==> config.mk <==
export PLATFORM = sky130hd
export DESIGN_NAME = control_seq
export DESIGN_NICKNAME = d
export VERILOG_FILES = /design/src/rtl/nic8_ctrl_pkg.sv /design/src/rtl/ctrl_decode.sv /design/src/rtl/control_seq.sv
export SDC_FILE = /design/constraint.sdc
export NUM_CORES = 1
export LEC_CHECK = 0
export ABC_AREA = 1
export CORE_MARGIN = 2
export CORE_UTILIZATION = 31
export DETAILED_ROUTE_END_ITERATION = 7
export PLACE_DENSITY_LB_ADDON = 0.3
export SLEW_MARGIN = 20
export SYNTH_ARGS = -nofsm -noshare
export SYNTH_HDL_FRONTEND = slang
export SYNTH_SLANG_ARGS = --single-unit
==> constraint.sdc <==
create_clock -name clk -period 2.8 [get_ports clk]
set_clock_uncertainty 0.2 [all_clocks]
set_input_delay 0.56 -clock clk [delete_from_list [all_inputs] [get_ports clk]]
set_output_delay 0.56 -clock clk [all_outputs]
set_load 0.005 [all_outputs]
==> src/rtl/nic8_ctrl_pkg.sv <==
// Shared types and field codes for the nic8 control sequencer.
// Holds the FSM state enum, destination/source codes and the bus-select helper.
package nic8_ctrl_pkg;

  typedef enum logic [1:0] {
    FETCH = 2'd0,
    EXEC  = 2'd1,
    HALT  = 2'd2
  } ctrlStateT;

  localparam logic [2:0] DEST_NOP  = 3'd0;
  localparam logic [2:0] DEST_JUMP = 3'd1;
  localparam logic [2:0] DEST_A    = 3'd2;
  localparam logic [2:0] DEST_B    = 3'd3;
  localparam logic [2:0] DEST_X    = 3'd4;
  localparam logic [2:0] DEST_MEM  = 3'd5;
  localparam logic [2:0] DEST_Q    = 3'd6;
  localparam logic [2:0] DEST_HALT = 3'd7;

  localparam logic [1:0] SRC_M = 2'd0;
  localparam logic [1:0] SRC_E = 2'd1;
  localparam logic [1:0] SRC_A = 2'd2;
  localparam logic [1:0] SRC_X = 2'd3;

  // Active-low one-hot bus driver select for a source code.
  function automatic logic [3:0] busSelect(input logic [1:0] src);
    return ~(4'b0001 << src);
  endfunction

endpackage

==> src/rtl/ctrl_decode.sv <==
// Purely combinational field decode of the held instruction register.
// ir = {bit7, bit6, src[1:0], indexed, dest[2:0]}.
module ctrl_decode
  import nic8_ctrl_pkg::*;
(
  input  logic [7:0] ir,
  output logic [2:0] dest,
  output logic [3:0] busSel,
  output logic       needsMem,
  output logic       immSel,
  output logic       subSel,
  output logic       condZSel,
  output logic       condCSel
);

  logic [1:0] src;

  assign src      = ir[5:4];
  assign dest     = ir[2:0];
  assign busSel   = busSelect(src);
  // Memory is touched when reading from M or writing to memory.
  assign needsMem = (src == SRC_M) || (dest == DEST_MEM);
  assign immSel   = ~ir[3];
  assign subSel   = ir[6];
  assign condZSel = ir[6];
  assign condCSel = ir[7];

endmodule

==> src/rtl/control_seq.sv <==
// Fetch/execute control sequencer: FSM, condition flags and memory handshake.
// Strobes are combinational from state, ir and mem_ready; state and flags are registered.
//
// state | meaning
// FETCH | drive memory onto bus, load ir; advance when mem_ready
// EXEC  | decode ir, fire one destination strobe (stall on memory)
// HALT  | stopped, no strobes; exit only through reset
module control_seq
  import nic8_ctrl_pkg::*;
#(
  parameter int DW         = 8,
  parameter int FLAGS_LIVE = 0
) (
  input  logic          clk,
  input  logic          reset_n,
  input  logic [7:0]    ir,
  input  logic          mem_ready,
  input  logic [DW-1:0] alu_result,
  input  logic          alu_carry,
  output logic          load_ir,
  output logic          pc_inc,
  output logic          load_pc,
  output logic          load_a,
  output logic          load_b,
  output logic          load_x,
  output logic          load_q,
  output logic          store_mem,
  output logic [3:0]    assert_bar,
  output logic          immediate,
  output logic          do_subtract,
  output logic          do_jump,
  output logic          halted,
  output logic          flag_z,
  output logic          flag_c
);

  ctrlStateT  state, nextState;
  logic [2:0] dest;
  logic [3:0] busSel;
  logic       needsMem, immSel, subSel, condZSel, condCSel;
  logic       aluZero, condZ, condC, takeJump;

  ctrl_decode uDecode (
    .ir       (ir),
    .dest     (dest),
    .busSel   (busSel),
    .needsMem (needsMem),
    .immSel   (immSel),
    .subSel   (subSel),
    .condZSel (condZSel),
    .condCSel (condCSel)
  );

  assign aluZero  = (alu_result == {DW{1'b0}});
  assign condZ    = (FLAGS_LIVE != 0) ? aluZero   : flag_z;
  assign condC    = (FLAGS_LIVE != 0) ? alu_carry : flag_c;
  assign takeJump = (condZSel & condZ) | (condCSel & condC) | (condZSel & condCSel);

  always_ff @(posedge clk or negedge reset_n) begin
    if (!reset_n) begin
      state <= FETCH;
    end else begin
      state <= nextState;
    end
  end

  always_ff @(posedge clk or negedge reset_n) begin
    if (!reset_n) begin
      flag_z <= 1'b0;
      flag_c <= 1'b0;
    end else if (load_a) begin
      flag_z <= aluZero;
      flag_c <= alu_carry;
    end
  end

  always_comb begin
    nextState   = state;
    load_ir     = 1'b0;
    pc_inc      = 1'b0;
    load_pc     = 1'b0;
    load_a      = 1'b0;
    load_b      = 1'b0;
    load_x      = 1'b0;
    load_q      = 1'b0;
    store_mem   = 1'b0;
    assert_bar  = 4'b1111;
    immediate   = 1'b0;
    do_subtract = 1'b0;
    halted      = 1'b0;

    case (state)
      FETCH: begin
        load_ir    = 1'b1;
        assert_bar = busSelect(SRC_M);
        pc_inc     = mem_ready;
        if (mem_ready) nextState = EXEC;
      end
      EXEC: begin
        assert_bar  = busSel;
        immediate   = immSel;
        do_subtract = subSel;
        if (!needsMem || mem_ready) begin
          nextState = FETCH;
          case (dest)
            DEST_JUMP: load_pc   = takeJump;
            DEST_A:    load_a    = 1'b1;
            DEST_B:    load_b    = 1'b1;
            DEST_X:    load_x    = 1'b1;
            DEST_MEM:  store_mem = 1'b1;
            DEST_Q:    load_q    = 1'b1;
            DEST_HALT: nextState = HALT;
            default:   ;
          endcase
        end
      end
      HALT: begin
        halted = 1'b1;
      end
      default: nextState = FETCH;
    endcase

    // Outputs are quiet while reset is held, without waiting for a clock.
    if (!reset_n) begin
      nextState   = FETCH;
      load_ir     = 1'b0;
      pc_inc      = 1'b0;
      load_pc     = 1'b0;
      load_a      = 1'b0;
      load_b      = 1'b0;
      load_x      = 1'b0;
      load_q      = 1'b0;
      store_mem   = 1'b0;
      assert_bar  = 4'b1111;
      immediate   = 1'b0;
      do_subtract = 1'b0;
      halted      = 1'b0;
    end
  end

  assign do_jump = load_pc;

endmodule

# After elaboration in Yosys (flattened, before gate mapping)
# Cells that the tools add are included.
[word_totals] register_bits=4 input_bits=20 out_inout_bits=18 word_cells=71
[op_classes] n_eq_ne=12 shift=1 mux=41 bitwise=7 reduce_logical=7
[op_table] operator="$mux 1" count=34
[op_table] operator="$eq 3x3->1 const B" count=4
[op_table] operator="$logic_not 8->1" count=1
[op_table] operator="$mux 2" count=4
[op_table] operator="$pmux 4 s2" count=1
[op_table] operator="$eq 3x2->1 const B" count=2
[op_table] operator="$ne 3x3->1 const B" count=2
[op_table] operator="$pmux 2 s3" count=1
[op_table] operator="$logic_not 2->1" count=2
[op_table] operator="$mux 4" count=1
[op_table] operator="$not 4->4" count=1
[op_table] operator="$shl 1x2->4 const A" count=1
[op_table] operator="$and 1x1->1" count=3
[op_table] operator="$eq 3x1->1 const B" count=1
[op_table] operator="$reduce_and 3->1" count=1
[op_table] operator="$eq 2x1->1 const B" count=1
[op_table] operator="$eq 2x2->1 const B" count=1
[op_table] operator="$logic_or 1x1->1" count=2
[op_table] operator="$ne 2x2->1 const B" count=1
[op_table] operator="$or 1x1->1" count=2
[op_table] operator="$logic_not 1->1" count=1
[op_table] operator="$not 1->1" count=1

# Depth between registers and ports, before layout
# Gate-level depths: netlist (run 1).
[logic_depth] ltp_word=7 depth_mapped=7 ltp_nobuf=7

# Cells and area by module
# A second synthesis (run 1) with hierarchy kept.
[unflattened] cells_unflattened=87 hier_area_um2=505.5
[modules_own_cells] module="control_seq" instances=1 cells_per_inst=71 area_per_inst_um2=416.6 seq_area_each_um2=100.1
[modules_own_cells] module="ctrl_decode" instances=1 cells_per_inst=16 area_per_inst_um2=88.8 seq_area_each_um2=0.0

# Least setup slack after synthesis (run 1)
# No wires, ideal clock.
[synth_path] kind="input -> output" startpoint="in ir[1]" endpoint="out load_pc" t_arrival_ps=1211 t_required_ps=2040 path_slack_ps=829 stages=7 path_buffers=1 path_cell_list="inv_1 > nand3_1 > nand2_1 > nand2_2 > nand2_1 > nor3_2 > buf_4"
[synth_between] elab_chain_cells=7 word_cells_on_any_way=9 classes_between="2 x eq/ne; 4 x mux; 3 x reduce/logical"
[synth_rtl] element="start: declaration" line_no="control_seq.sv:16" source="input logic [7:0] ir,"
[synth_rtl] element="$eq 3x3->1" line_no="ctrl_decode.sv:22" source="assign needsMem = (src == SRC_M) || (dest == DEST_MEM);"
[synth_rtl] element="$logic_or 1x1->1" line_no="ctrl_decode.sv:22"
[synth_rtl] element="$logic_not 1->1" line_no="control_seq.sv:103" source="if (!needsMem || mem_ready) begin"
[synth_rtl] element="$logic_or 1x1->1" line_no="control_seq.sv:103"
[synth_rtl] element="$mux 1 (*)" line_no="control_seq.sv:103"
[synth_rtl] element="$mux 1 (*)" line_no="control_seq.sv:92" source="case (state)"
[synth_rtl] element="$mux 1 (*)" line_no="control_seq.sv:124" source="if (!reset_n) begin"
[synth_rtl] element="end: declaration" line_no="control_seq.sv:22" source="output logic load_pc,"
# Mark *: on every way between the ends. The rest lies on a longest branch, timed or not.

# Worst setup path after layout (run 1)
[layout_path] startpoint="in ir[0]" endpoint="out load_a"
[layout_between] elab_chain_cells=7 word_cells_on_any_way=9 classes_between="2 x eq/ne; 4 x mux; 3 x reduce/logical"
[layout_rtl] element="$eq 3x3->1" line_no="ctrl_decode.sv:22"
[layout_rtl] element="$logic_or 1x1->1" line_no="ctrl_decode.sv:22"
[layout_rtl] element="$logic_not 1->1" line_no="control_seq.sv:103"
[layout_rtl] element="$logic_or 1x1->1" line_no="control_seq.sv:103"
[layout_rtl] element="$mux 1 (*)" line_no="control_seq.sv:103"
[layout_rtl] element="$mux 1 (*)" line_no="control_seq.sv:92"
[layout_rtl] element="$mux 1 (*)" line_no="control_seq.sv:124"
[layout_rtl] element="end: declaration" line_no="control_seq.sv:23" source="output logic load_a,"
# Marks and branches as above.

==> results of run 1 <==
[power by group through the flow]
stage	registers (mW)	clock network [mW]	logic, mW
after global placement	0.0670	0	0.0896
after detailed placement	0.0676	0	0.0915
after global routing	0.0676	0.0706	0.104
after floorplan	0.0664	0	0.0241
after CTS	0.0670	0.0681	0.0919
final	0.0673	0.0653	0.0943
[layout by cell type (no fill, tap or decap), drive strengths merged, types with 2 or more instances in the layout]
master and instances:
nand4 3, inv 12, clkbuf 3, buf 19
nor2 16, dlymetal6s2s 2, nand3 9, nor3 2
clkdlybuf4s50 30, nand2 16, dlygate4sd2 5, o21ai 2
dfrtp 4
[metrics by stage]
| stage | total power, mW | hold slack [ns] | setup WS, ns | util, % |
|---|---|---|---|---|
| after CTS | 0.227 | 0.286 | 0.0248 | 74.4 |
| after floorplan | 0.0906 | 0.0644 | 0.829 | - |
| after global placement | 0.157 | 0.310 | -0.103 | 72.5 |
| after detailed placement | 0.159 | 0.332 | -0.143 | 72.5 |
| final | 0.227 | 0.286 | 0.0703 | 75.9 |
| after global routing | 0.242 | 0.305 | -0.00610 | 75.9 |
[registers in the layout, summed over array words and instances (netlist names)]
signal  cells
state       2
flag_c      1
flag_z      1
[cells by family after synthesis]
family	Yosys count	synth area share (%)
compound gates	4	5.49
buf+inv	13	12.8
flops	4	24.4
simple gates	47	57.3
[worst max-delay path: cells and delay by family]
| kind | cells | cell delay [ns] |
|---|---|---|
| buf+inv | 4 | 1.14 |
| simple gates | 2 | 0.28 |
[area by class of cell]
type / instances / area share [%]
Clock buffer: 3 / 2.34
Inverter: 12 / 4.68
Multi-Input combinational cell: 51 / 27.5
Sequential cell: 4 / 10.4
Tap cell: 15 / 1.95
Timing Repair Buffer: 56 / 53.1
[per-layer routing]
layer	up-vias	wire length (µm)	track usage, %
met2	22	802	38.5
met1	288	582	21.2
li1	330	-	-
met3	0	94	3.33
met4	0	0	7.50
met5	-	0	0
[final timing paths]
kind | depth (start not counted) | end
worst max-delay path | 6 | load_a
worst min-delay path | 2 | state[0]
worst max register to register | 9 | state[1]
worst min register to register | 2 | flag_z
max in group asynchronous | 2 | flag_c
min in group clk | 2 | flag_z
[what timing repair did]
action,4_1_cts,5_1_grt
setup buffers,1,1
endpoints found under the setup margin,9,3
gates resized for setup,5,5
[cells in the mapped netlist]
cell / count
nor3_2: 1
nand4_1: 3
a21oi_1: 1
nand3_1: 7
nand3_4: 1
dfrtp_1: 4
inv_1: 11
inv_2: 1
nor3_1: 1
nand3_2: 1
o211ai_1: 1
nor2_1: 15
and3b_1: 1
buf_4: 1
o21ai_0: 2
nand2_1: 15
nor2_4: 1
nand2_2: 1
==> flow_metrics.tcl, run 1 <==
set metrics [dict create \
    outcome "completed" \
    hp-class "in -> async" \
    grt_pass1_vias 550 \
    die-area_um2 1630 \
    ys_types 18 \
    period_share_pct 97.5 \
    holdBufCountCts 0 \
    final_cells 141 \
    cp-end-kind "primary output" \
    synth-seq-cells 4 \
    seq_area_um2 100 \
    combinationalPowerShare_pct 41.5 \
    slew_headroom_pct 84.9 \
    crit_type "in -> out" \
    numCtsBuffers 3 \
    drt_first_pass_iters 4 \
    die_w_um 40.4 \
    cap_viol_max_count 0 \
    port-buffer-count 37 \
    fin_crit_ns 2.73 \
    drcViolationCount 0 \
    setup_tns_ns 0 \
    ant_nets 0 \
    gp_congestion 0.731 \
    cts.sinks 4 \
    clk_pin_slew_ns 0.03 \
    avgSynthCellArea_um2 6.04 \
    power.internal_mw 0.169 \
    core-area_um2 1270 \
    swShare_pct 25.5 \
    cts_tree "done" \
    r2r_slack_ns 1.23 \
    clkLatencyLatePin_ns 0.22 \
    power_frac_seq_pct 29.7 \
    synth_nets 88 \
    drive_above_1_share_pct 24.6 \
    required_ns 2.04 \
    viasPerCell 4.54 \
    p_leak_nw 0.525 \
    dp.cells 136 \
    initial_utilization_pct 32.3 \
    die_h_um 40.4 \
    cts_root_buffer "clkbuf_4" \
    drtIter0Drc 11 \
    yosysWarnings 0 \
    cellPowerDensity_nw_per_um2 235 \
    grt_pass1_wl_mm 2.19 \
    timing.rr.start "state[1]" \
    wirelength_mm 1.48 \
    grt_antenna_before_repair 0 \
    pwr-share-clk_pct 28.8 \
    yosysSeqAreaShare_pct 24.4 \
    slew_viol_final 0 \
    h-tree-depth 1 \
    syn_inst 68 \
    post-synth-top-area-cell "dfrtp_1" \
    finalNetCount 148 \
    grt_overflow 0 \
    syn_area_um2 410 \
    placed_area_um2 920 \
    area_growth_syn_to_layout_pct 135 \
    power_switching_mw 0.0578 \
    timing.critical_path.slowest_stage_cell "clkdlybuf4s50_1" \
    num_io_pins 38 \
    clockBufferDepth 2 \
    rows 13 \
    cpMostUsedCell "clkdlybuf4s50_1" \
    synth_top_area_share_pct 24.4 \
    n_antenna_cell 0 \
    hold_viol_final 0 \
    finalSetupViolations 0 \
    grt_max_degree 6 \
    yosys-top-cells-area "dfrtp_1, nand2_1, nor2_1" \
    n_fill_cell 116 \
    grt_util_all_layers_pct 20.0 \
    critPathMaxFanout 4 \
    fmax_mhz 366 \
    design_area_um2 963 \
    post_drt_wl_per_cell_um 10.5 \
    multi_input_area_um2 265 \
    vias 640 \
    vdd_drop_max_mv 0.283 \
    startpoint "ir[0]" \
    worst_pin_slew_ns 0.225 \
    crit_chain "clkdlybuf4s50_1, buf_4, nor2_2, nand3_2, inv_1, clkdlybuf4s50_1" \
    worstSetupStartpointType "input port" \
    arrival_ns 1.97 \
    dp_hpwl_mm 1.18 \
    max_stage_delay_ns 0.49 \
]
No activity file was read; power rests on OpenSTA's default activity.
==> inputs of run 2 (changes only) <==
--- a/config.mk
+++ b/config.mk
@@ -6,10 +6,13 @@
 export NUM_CORES = 1
 export LEC_CHECK = 0
 export ABC_AREA = 1
-export CORE_MARGIN = 2
-export CORE_UTILIZATION = 31
+export CORE_AREA = 2 2 39 41
 export DETAILED_ROUTE_END_ITERATION = 7
+export DIE_AREA = 0 0 41 43
+export DONT_BUFFER_PORTS = 1
 export PLACE_DENSITY_LB_ADDON = 0.3
+export REMOVE_ABC_BUFFERS = 1
+export SKIP_LAST_GASP = 1
 export SLEW_MARGIN = 20
 export SYNTH_ARGS = -nofsm -noshare
 export SYNTH_HDL_FRONTEND = slang
==> run 2 against run 1 <==
Net effect: worst hold slack better by 0.0031 ns; sequential power down 0.9%; combinational power decreased by 68%; die area grew 8.1%; global-route usage decreased by 7.3 points; highest routed layer unchanged; non-clock buffer count decreased by 55; first-iteration DRC count shrank 73%; count of clock-buffer cells in the layout did not move; final area is 53% lower; setup slack improved by 0.68 ns; maximum frequency increased by 33%.
==> flow_metrics.tcl, run 2 (synthesis results as in run 1) <==
set metrics [dict create \
    vias 426 \
    layout_common_cells "nand2_1, nor2_1, inv_1" \
    power_frac_seq_pct 40.1 \
    worst_pin_slew_ns 0.281 \
    grt_setup_unrepaired "false" \
    wirelength_mm 1.00 \
    gp_congestion 0.707 \
    grt_max_degree 7 \
    cp-end-kind "primary output" \
    outcome "completed" \
    drcViolationCount 0 \
    cts_tree "done" \
    n_fill_cell 176 \
    hp-class "in -> reg" \
    initial_utilization_pct 29.7 \
    die_h_um 43 \
    fmax_mhz 487 \
    area_growth_syn_to_layout_pct 11.0 \
    required_ns 2.04 \
    slew_headroom_pct 81.2 \
    arrival_ns 1.29 \
    final_cells 87 \
    num_io_pins 38 \
    crit_type "reg -> out" \
    critPathMaxFanout 5 \
    setup_tns_ns 0 \
    swShare_pct 27.6 \
    slew_viol_final 0 \
    n_antenna_cell 0 \
    grt_pass1_vias 435 \
    grt_antenna_before_repair 0 \
    clockBufferDepth 2 \
    clkLatencyLatePin_ns 0.23 \
    fin_crit_ns 2.05 \
    h-tree-depth 1 \
    rows 14 \
    dp.cells 83 \
    vdd_drop_max_mv 0.165 \
    cap_viol_max_count 0 \
    grt_pass1_wl_mm 1.57 \
    worstSetupStartpointType "flip-flop" \
    dp_hpwl_um 864 \
    hold_viol_final 0 \
    clk_pin_slew_ns 0.04 \
    cellPowerDensity_nw_per_um2 365 \
    drive_above_1_share_pct 12.7 \
    numCtsBuffers 3 \
    power_switching_mw 0.0459 \
    post_drt_wl_per_cell_um 11.5 \
    top_regs "state (2), flag_c (1), flag_z (1)" \
    die-area_um2 1760 \
    grt_util_all_layers_pct 12.7 \
    combinationalPowerShare_pct 17.9 \
    ant_nets 0 \
    largest_register_ffs 2 \
    drtIter0Drc 3 \
    grt_overflow 0 \
    die_w_um 41 \
    core-area_um2 1380 \
    cts_root_buffer "clkbuf_4" \
    power.internal_mw 0.120 \
    period_share_pct 73.3 \
    ctsResizeCount 0 \
    top_register "state" \
    pwr-share-clk_pct 41.9 \
    viasPerCell 4.90 \
    port-buffer-count 0 \
    finalNetCount 93 \
    cts.sinks 4 \
    finalSetupViolations 0 \
    drt_first_pass_iters 4 \
    p_leak_nw 0.245 \
]
[run 2: cell types whose count changed in the layout (fill, tap and decap cells not counted), sizes merged]
cell and delta:
dlygate4sd3 +1, buf -19, dlygate4sd2 -5, clkdlybuf4s50 -30
dlymetal6s2s -2
[run 2: power by group through the flow]
| stage | clock network [mW] | logic, mW | registers [mW] |
|---|---|---|---|
| after floorplan | 0 | 0.0241 | 0.0664 |
| after global placement | 0 | 0.0278 | 0.0676 |
| after detailed placement | 0 | 0.0283 | 0.0675 |
| after CTS | 0.0737 | 0.0305 | 0.0667 |
| after global routing | 0.0778 | 0.0351 | 0.0674 |
| final | 0.0697 | 0.0298 | 0.0667 |
[run 2: path summary, 6_finish.rpt]
check / startpoint / endpoint / slack, ns / depth (start not counted)
setup / recovery: state[1] / load_pc / 0.75 / 5
hold / removal: alu_carry / flag_c / 0.29 / 2
setup reg to reg: state[1] / flag_z / 1.48 / 6
hold reg to reg: flag_c / flag_c / 0.33 / 2
max in group asynchronous: reset_n / flag_z / 1.84 / 1
min in group asynchronous: reset_n / state[1] / 0.40 / 1
[run 2: through the flow]
| stage | utilization, % | worst slack, ns | power [mW] | cell area (µm²) | hold slack [ns] |
|---|---|---|---|---|---|
| floorplan | - | 0.943 | 0.0905 | 403 | 0.0644 |
| global placement | 30.6 | 0.892 | 0.0955 | 423 | 0.0646 |
| detailed placement | 30.6 | 0.859 | 0.0958 | 423 | 0.0646 |
| CTS | 32.9 | 0.742 | 0.171 | 455 | 0.287 |
| global route | 32.9 | 0.618 | 0.180 | 455 | 0.282 |
| finish | 32.9 | 0.749 | 0.166 | 455 | 0.289 |
[run 2: layout make-up]
type,instances,area (µm²),area share [%]
repair buffers,1,10.0,2.20
inverters,12,45.0,9.89
flip-flops and latches,4,100,22.0
clock buffers,3,22.5,4.95
multi-input cells,51,258,56.6
well taps,16,20.0,4.40
[run 2: timing repair]
action | 4_1_cts | 5_1_grt
hold endpoints to repair | 4 | 0
hold buffers | 1 | 0
setup buffers | 0 | 0
[run 2: layer usage]
layer | vias to the layer above | global-route usage [%] | wire length [µm]
met5 | - | 0 | 0
met4 | 0 | 6.00 | 0
met3 | 0 | 3.14 | 80
met2 | 16 | 20.9 | 500
met1 | 188 | 14.3 | 419
li1 | 222 | - | -
[run 2: critical path, cell delays in order, from the launching register on]
cell	delay, ns
dfrtp_1	0.41
inv_1	0.11
nand3_4	0.11
nor2_4	0.14
nand2_1	0.10
nor3_2	0.20
